### src/rtl/mkc_pkg.sv
// Shared state codes, display codes and field one-hots for the mode/key controller,
// the clock top level and the displayer.
package mkc_pkg;

    typedef enum logic [3:0] {
        CLOCK     = 4'd0,
        TSET      = 4'd1,
        TSET_H    = 4'd2,
        TSET_M    = 4'd3,
        TSET_S    = 4'd4,
        STOPWATCH = 4'd5,
        ALARM     = 4'd6,
        AL_H      = 4'd7,
        AL_M      = 4'd8,
        AL_S      = 4'd9
    } mkc_state_e;

    localparam logic [1:0] DISP_CLOCK = 2'd0;
    localparam logic [1:0] DISP_SW    = 2'd1;
    localparam logic [1:0] DISP_ALARM = 2'd2;

    localparam logic [2:0] FIELD_NONE = 3'b000;
    localparam logic [2:0] FIELD_H    = 3'b100;
    localparam logic [2:0] FIELD_M    = 3'b010;
    localparam logic [2:0] FIELD_S    = 3'b001;

    function automatic logic [2:0] field_of(input mkc_state_e s);
        case (s)
            TSET_H, AL_H: field_of = FIELD_H;
            TSET_M, AL_M: field_of = FIELD_M;
            TSET_S, AL_S: field_of = FIELD_S;
            default:      field_of = FIELD_NONE;
        endcase
    endfunction

    function automatic logic [1:0] disp_of(input mkc_state_e s);
        case (s)
            STOPWATCH:              disp_of = DISP_SW;
            ALARM, AL_H, AL_M, AL_S: disp_of = DISP_ALARM;
            default:                disp_of = DISP_CLOCK;
        endcase
    endfunction

endpackage

### src/rtl/key_debounce.sv
// One-key synchronizer + debouncer producing a stable level and a one-cycle press
// event, with optional hold-to-repeat.
module key_debounce #(
    parameter int DEBOUNCE_CYC = 1_000_000,
    parameter int REPEAT_DLY   = 25_000_000,
    parameter int REPEAT_PER   = 10_000_000,
    parameter bit REPEAT_EN    = 1'b0
) (
    input  logic clk,
    input  logic rstn,
    input  logic key_n,
    input  logic rep_clr,
    output logic level,
    output logic press
);

    localparam int CNT_W = $clog2(DEBOUNCE_CYC + 1);
    localparam int RPT_W = $clog2(REPEAT_DLY + 1);

    logic             sync_p0, sync_p1;
    logic [CNT_W-1:0] deb_cnt;
    logic [RPT_W-1:0] rep_cnt;

    always_ff @(posedge clk or negedge rstn) begin
        if (!rstn) begin
            sync_p0 <= 1'b1;
            sync_p1 <= 1'b1;
            level   <= 1'b1;
            deb_cnt <= '0;
            rep_cnt <= '0;
            press   <= 1'b0;
        end else begin
            sync_p0 <= key_n;
            sync_p1 <= sync_p0;
            press   <= 1'b0;

            if (sync_p1 == level) begin
                deb_cnt <= '0;
            end else if (deb_cnt == CNT_W'(DEBOUNCE_CYC - 1)) begin
                deb_cnt <= '0;
                level   <= sync_p1;
                press   <= ~sync_p1;
            end else begin
                deb_cnt <= deb_cnt + 1'b1;
            end

            // Counter sits at 0 on the press edge, so the first repeat lands REPEAT_DLY later;
            // reloading to DLY-PER makes later repeats REPEAT_PER apart.
            if (!REPEAT_EN || level || rep_clr) begin
                rep_cnt <= '0;
            end else if (rep_cnt == RPT_W'(REPEAT_DLY - 1)) begin
                rep_cnt <= RPT_W'(REPEAT_DLY - REPEAT_PER);
                press   <= 1'b1;
            end else begin
                rep_cnt <= rep_cnt + 1'b1;
            end
        end
    end

endmodule

### src/rtl/mode_key_ctrl.sv
// Front-panel mode FSM: turns debounced key events into registered mode, field
// inc/dec pulses, stopwatch start level and alarm dismiss.
module mode_key_ctrl
    import mkc_pkg::*;
#(
    parameter int DEBOUNCE_CYC = 1_000_000,
    parameter int REPEAT_DLY   = 25_000_000,
    parameter int REPEAT_PER   = 10_000_000
) (
    input  logic       clk,
    input  logic       rstn,
    input  logic [3:0] key_n,
    input  logic       sw_run,
    output logic [3:0] mode,
    output logic [1:0] disp_sel,
    output logic [2:0] edit_field,
    output logic [2:0] clock_inc,
    output logic [2:0] clock_dec,
    output logic [2:0] alarm_inc,
    output logic [2:0] alarm_dec,
    output logic       sw_start,
    output logic       alarm_dismiss
);

    logic [3:0] unused_key_lvl;
    logic [3:0] key_evt;
    mkc_state_e state, state_nx;
    logic       mode_chg;
    logic       in_tset, in_al, fld_evt;

    for (genvar k = 0; k < 4; k++) begin : g_key
        key_debounce #(
            .DEBOUNCE_CYC (DEBOUNCE_CYC),
            .REPEAT_DLY   (REPEAT_DLY),
            .REPEAT_PER   (REPEAT_PER),
            .REPEAT_EN    (k >= 2)
        ) u_deb (
            .clk     (clk),
            .rstn    (rstn),
            .key_n   (key_n[k]),
            .rep_clr (mode_chg),
            .level   (unused_key_lvl[k]),
            .press   (key_evt[k])
        );
    end

    // KEY0 (mode) is tested first everywhere, so it wins over KEY1 in the same cycle.
    always_comb begin
        state_nx = state;
        case (state)
            CLOCK:                if (key_evt[0]) state_nx = TSET;
            TSET, TSET_S:         if (key_evt[0]) state_nx = STOPWATCH;
                                  else if (key_evt[1]) state_nx = TSET_H;
            TSET_H:               if (key_evt[0]) state_nx = STOPWATCH;
                                  else if (key_evt[1]) state_nx = TSET_M;
            TSET_M:               if (key_evt[0]) state_nx = STOPWATCH;
                                  else if (key_evt[1]) state_nx = TSET_S;
            STOPWATCH:            if (key_evt[0]) state_nx = ALARM;
            ALARM, AL_S:          if (key_evt[0]) state_nx = CLOCK;
                                  else if (key_evt[1]) state_nx = AL_H;
            AL_H:                 if (key_evt[0]) state_nx = CLOCK;
                                  else if (key_evt[1]) state_nx = AL_M;
            AL_M:                 if (key_evt[0]) state_nx = CLOCK;
                                  else if (key_evt[1]) state_nx = AL_S;
            default:              state_nx = CLOCK;
        endcase
    end

    assign mode_chg = (state_nx != state);
    assign in_tset  = (state == TSET_H) || (state == TSET_M) || (state == TSET_S);
    assign in_al    = (state == AL_H) || (state == AL_M) || (state == AL_S);
    assign fld_evt  = !key_evt[0] && (key_evt[2] || key_evt[3]);

    always_ff @(posedge clk or negedge rstn) begin
        if (!rstn) begin
            state         <= CLOCK;
            clock_inc     <= '0;
            clock_dec     <= '0;
            alarm_inc     <= '0;
            alarm_dec     <= '0;
            sw_start      <= 1'b0;
            alarm_dismiss <= 1'b0;
        end else begin
            state         <= state_nx;
            clock_inc     <= '0;
            clock_dec     <= '0;
            alarm_inc     <= '0;
            alarm_dec     <= '0;
            alarm_dismiss <= key_evt[1] && !key_evt[0]
                             && ((state == CLOCK) || (state == STOPWATCH));

            // inc beats dec; only one bus can be loaded per cycle.
            if (fld_evt && in_tset) begin
                if (key_evt[2]) clock_inc <= field_of(state);
                else            clock_dec <= field_of(state);
            end else if (fld_evt && in_al) begin
                if (key_evt[2]) alarm_inc <= field_of(state);
                else            alarm_dec <= field_of(state);
            end

            if (state == STOPWATCH) sw_start <= sw_run;
        end
    end

    assign mode       = state;
    assign disp_sel   = disp_of(state);
    assign edit_field = field_of(state);

endmodule

### config.mk
export PLATFORM = sky130hd
export DESIGN_NAME = mode_key_ctrl
export DESIGN_NICKNAME = d
export VERILOG_FILES = /design/src/rtl/mkc_pkg.sv /design/src/rtl/key_debounce.sv /design/src/rtl/mode_key_ctrl.sv
export SDC_FILE = /design/constraint.sdc
export NUM_CORES = 1
export LEC_CHECK = 0
export BUFFER_PORTS_ARGS = -buffer_cell sky130_fd_sc_hd__buf_4
export CORE_MARGIN = 2
export CORE_UTILIZATION = 56
export DETAILED_ROUTE_END_ITERATION = 6
export PLACE_DENSITY = 0.78
export SKIP_CTS_REPAIR_TIMING = 1
export SYNTH_ARGS = -nofsm -noshare
export SYNTH_HDL_FRONTEND = slang
export SYNTH_HIERARCHICAL = 1
export SYNTH_SLANG_ARGS = --single-unit
### constraint.sdc
create_clock -name clk -period 4.7 [get_ports clk]
set_input_delay 0.94 -clock clk [delete_from_list [all_inputs] [get_ports clk]]
set_output_delay 0.94 -clock clk [all_outputs]
set_load 0.02 [all_outputs]
==> results.md <==
- Of all flip-flops after synthesis, the portion carrying an async set or reset was 1.00.
- The number of nets with antenna violations after routing is 0.
- The detail-routed net length per standard cell is 15.5 um.
- The analysis attributes to cell leakage a power of 3.72 nW.
- The number of DRC markers in iteration 0 is 567.
- The area of the placeable core is between 10000 and 15000 sq um.
- 0 antenna diodes ended up in the layout.
- In this run the vertical extent of the chip is 125 um.
- Pin placement for this block handled 30 I/O pins.
- The total vias in the final route is 6234.
- The placer congestion estimate is between 0.8 and 0.9.
- The count of buffers added on input and output ports is 29.
- Tracing the worst setup path back leads to its startpoint at mode[2]$_DFF_PN0_.
- After floorplanning, the core was divided into 44 placement rows.
- The maximum clock path buffer count is 2.
- The commonest cells after synthesis are sky130_fd_sc_hd__dfrtp_1 (152), sky130_fd_sc_hd__nor2_1 (100), sky130_fd_sc_hd__a21oi_1 (60).
- The yosys synthesis warning count is 6.
- The final routed DRC violation total is 0.
- For the worst-skew pair, the clock arrives at the later sink with an insertion delay of 430 ps.
- The final-report max-slew violation count came to 0.
- Counting flops with a built-in enable in the synthesized netlist gives 0.
- Summed over all failing endpoints, the final setup total negative slack is 0 ps.
- Among all flip-flop cells after synthesis, the most frequent one is sky130_fd_sc_hd__dfrtp_1.
- The number of synthesized register bits is 164.
- The iteration count of the initial detailed-routing pass is 5.
- In the final layout, the share of cells above drive strength 1 is 0.118.
- The portion of the post-synthesis area used by sequential elements is 0.504.
- TritonCTS built the clock tree.
- The area share of the largest cell type after synthesis is 0.466.
- Setup repair after global routing left no endpoint under its margin.
- The die span in x is 125 um.
- The worst-case IR drop observed on VDD is ~0.4 mV.
- The run finished with clean final reports.
- The synthesized area divided by synthesized cell count is 9.72 sq um.
- The most common cell in the synthesized netlist is sky130_fd_sc_hd__dfrtp_1.
- After clock tree synthesis, the clock-pin slew on the worst setup and hold paths is ~60 ps.
- The final hold violation count was 0.
- The worst path needs between 2000 and 3000 ps of the cycle, external delays included.
- The floorplan step defined a die boundary enclosing 15600 sq um.
- The cell type of the slowest stage on the worst timing path is sky130_fd_sc_hd__dfrtp_1.
- In the global route stage, overall resource usage came out at 0.220.
- The largest stage delay on the critical path is approximately 640 ps.
- The tightest min-delay check is of the register to register type.
- The H-tree generated during clock tree synthesis spans 4 levels.
- For this run, the top clock speed supported by timing is 0.347 GHz.
- The power density relative to cell area is 327 nW/um^2.
- The element type at the critical path start is a register.
- Synthesis instantiated 51 different standard cells from the library.
- The number of nets in the synthesized netlist is 853.
- The global-route wire length before repair is 28.0 mm.
- The number of max-cap violations is 0.
- The TritonCTS buffer count is 17.
- The maximum number of pins on one net before global-route repair is 101.
- STA classifies the critical path endpoint as an output port.
- The data required time of the critical path is roughly 3800 ps.
- Clock tree synthesis found a total of 164 sinks.
- The reg2reg setup slack is 2440 ps.
- The synthesis-to-finish area growth is 11.4%.
- The via count of the first global-routing pass is around 6000.
- The measured slew at the worst slew-check pin is 1200 ps.
- The remaining global-route overflow is 0.
- Counting the fill cells in the layout gives 1181.
- The worst hold path begins at g_key[2].u_deb/sync_p0$_DFF_PN1_.
- The signal on the critical path passes through inv_1, nor2_1, nand2_1, o21ai_0, buf_4.
- Leaving out filler cells and counting taps, the final layout contains 1055.
- Between clock sinks in the finished design, the worst skew comes to between 7 and 8 ps.
- The type of the worst setup path is register to output port.
- The largest driver fanout on the critical path is 16.
- Detailed placement ended at an HPWL of 10.6 mm.
- The cell area after synthesis is 8170 sq um.
- In the finished design, the share of the clock period the worst path needs comes to 0.612.
- The root cell of the clock tree is sky130_fd_sc_hd__clkbuf_16.
- Summed over all layers, the routed wires come to between 15 and 20 mm.
- The endpoint arrival time on the critical path is 1940 ps.
- The effective utilization at floorplan is 0.568.
- Setup violations remaining at the end of the flow were counted as 0.
- The initial antenna violation count is 0.
- The cell count after placement is around 1000.
- The cell count after synthesis is 840.
- Sorting the synthesized cells by area gives the leading types as sky130_fd_sc_hd__dfrtp_1 (47%), sky130_fd_sc_hd__nor2_1 (4.6%), sky130_fd_sc_hd__xnor2_1 (4.3%).
- In the routed layout, each cell is associated on average with a via count of 5.91.
- The normalized max-slew margin is 0.196.
- The net total in the final layout is 871.
- The cell type with the largest total area after synthesis is sky130_fd_sc_hd__dfrtp_1.
- In this run the critical register-to-register path is launched from mode[1]$_DFF_PN0_.
==> flip-flops by register name, indices dropped and copies added, names as in the netlist <==
signal	count
clock_inc	3
g_key.u_deb/sync_p0	4
mode	4
clock_dec	3
alarm_inc	3
g_key.u_deb/press	4
g_key.u_deb/deb_cnt	80
alarm_dec	3
g_key.u_deb/level	4
g_key.u_deb/sync_p1	4
g_key.u_deb/rep_cnt	50
alarm_dismiss	1
sw_start	1
==> metrics by stage <==
stage	util	setup WS, ps	hold slack, ps	power, mW	instance area, sq um
finish	0.633	1820	355	2.98	9100
floorplan	-	2430	345	1.49	8170
global placement	0.589	2340	347	1.53	8470
CTS	0.633	1840	355	3.01	9100
global route	0.633	1690	356	3.09	9100
detailed placement	0.589	2310	348	1.53	8470
==> area by class of cell <==
cell class | instances | area (sq um) | share of cell area
Clock inverter | 10 | 183 | 0.0201
Tap cell | 184 | 230 | 0.0253
Sequential cell | 164 | 4120 | 0.453
Inverter | 20 | 75.1 | 0.00825
Timing Repair Buffer | 35 | 279 | 0.0307
Multi-Input combinational cell | 620 | 3770 | 0.414
Clock buffer | 22 | 444 | 0.0488
==> metal layers <==
layer | routed length [um] | global-route usage | share of wire
met4 | 233 | 0.0714 | 0.014
met2 | 7720 | 0.347 | 0.47
met5 | 0 | 0 | 0
met3 | 611 | 0.0528 | 0.037
met1 | 7770 | 0.301 | 0.48
==> worst max-delay path: cells and delay by family, from the launching register on <==
family	cells	cell delay, ps
buffers and inverters	2	410
AOI/OAI and AO/OA	1	180
DFF	1	640
and+or+nand+nor	2	290
==> worst paths after layout <==
path | end | depth (start not counted)
worst max-delay path | disp_sel[1] | 5
worst min-delay path | g_key[2].u_deb/sync_p1$_DFF_PN1_ | 0
worst max register to register | g_key[3].u_deb/rep_cnt[17]$_DFF_PN0_ | 8
worst min register to register | g_key[2].u_deb/sync_p1$_DFF_PN1_ | 0
max in group asynchronous | g_key[2].u_deb/sync_p0$_DFF_PN1_ | 2
min in group asynchronous | g_key[1].u_deb/deb_cnt[3]$_DFF_PN0_ | 1
==> kinds of logic (layout without fill, tap and decap cells) <==
group | Yosys count | after routing | synth area share
multiplexers | 6 | 6 | 0.00812
flip-flops | 164 | 164 | 0.504
AND/OR/NAND/NOR | 405 | 405 | 0.273
buffers and inverters | 56 | 87 | 0.0345
XOR/XNOR | 75 | 75 | 0.0804
adder cells (fa/ha/maj) | 6 | 6 | 0.00919
AO/OA/AOI/OAI | 128 | 128 | 0.0909
==> power breakdown <==
part | switching (mW) | leakage (nW) | internal, mW
clock | 0.536 | 0.294 | 0.940
combinational | 0.0453 | 1.21 | 0.0165
sequential | 0.0126 | 2.21 | 1.43
total | 0.593 | 3.72 | 2.38
==> cell usage in the layout (no fill, tap or decap), types with 12 or more instances in the layout <==
| cell | count |
|---|---|
| sky130_fd_sc_hd__a21oi_1 | 60 |
| sky130_fd_sc_hd__and3_1 | 20 |
| sky130_fd_sc_hd__buf_4 | 33 |
| sky130_fd_sc_hd__clkbuf_16 | 17 |
| sky130_fd_sc_hd__dfrtp_1 | 152 |
| sky130_fd_sc_hd__dfstp_2 | 12 |
| sky130_fd_sc_hd__inv_1 | 20 |
| sky130_fd_sc_hd__nand2_1 | 51 |
| sky130_fd_sc_hd__nand3_1 | 47 |
| sky130_fd_sc_hd__nand4_1 | 30 |
| sky130_fd_sc_hd__nor2_1 | 100 |
| sky130_fd_sc_hd__nor3_1 | 19 |
| sky130_fd_sc_hd__nor4_1 | 17 |
| sky130_fd_sc_hd__o21ai_0 | 31 |
| sky130_fd_sc_hd__o31ai_1 | 19 |
| sky130_fd_sc_hd__or3_1 | 25 |
| sky130_fd_sc_hd__or4_1 | 27 |
| sky130_fd_sc_hd__xnor2_1 | 40 |
| sky130_fd_sc_hd__xor2_1 | 35 |
No activity file was read; power rests on OpenSTA's default activity.
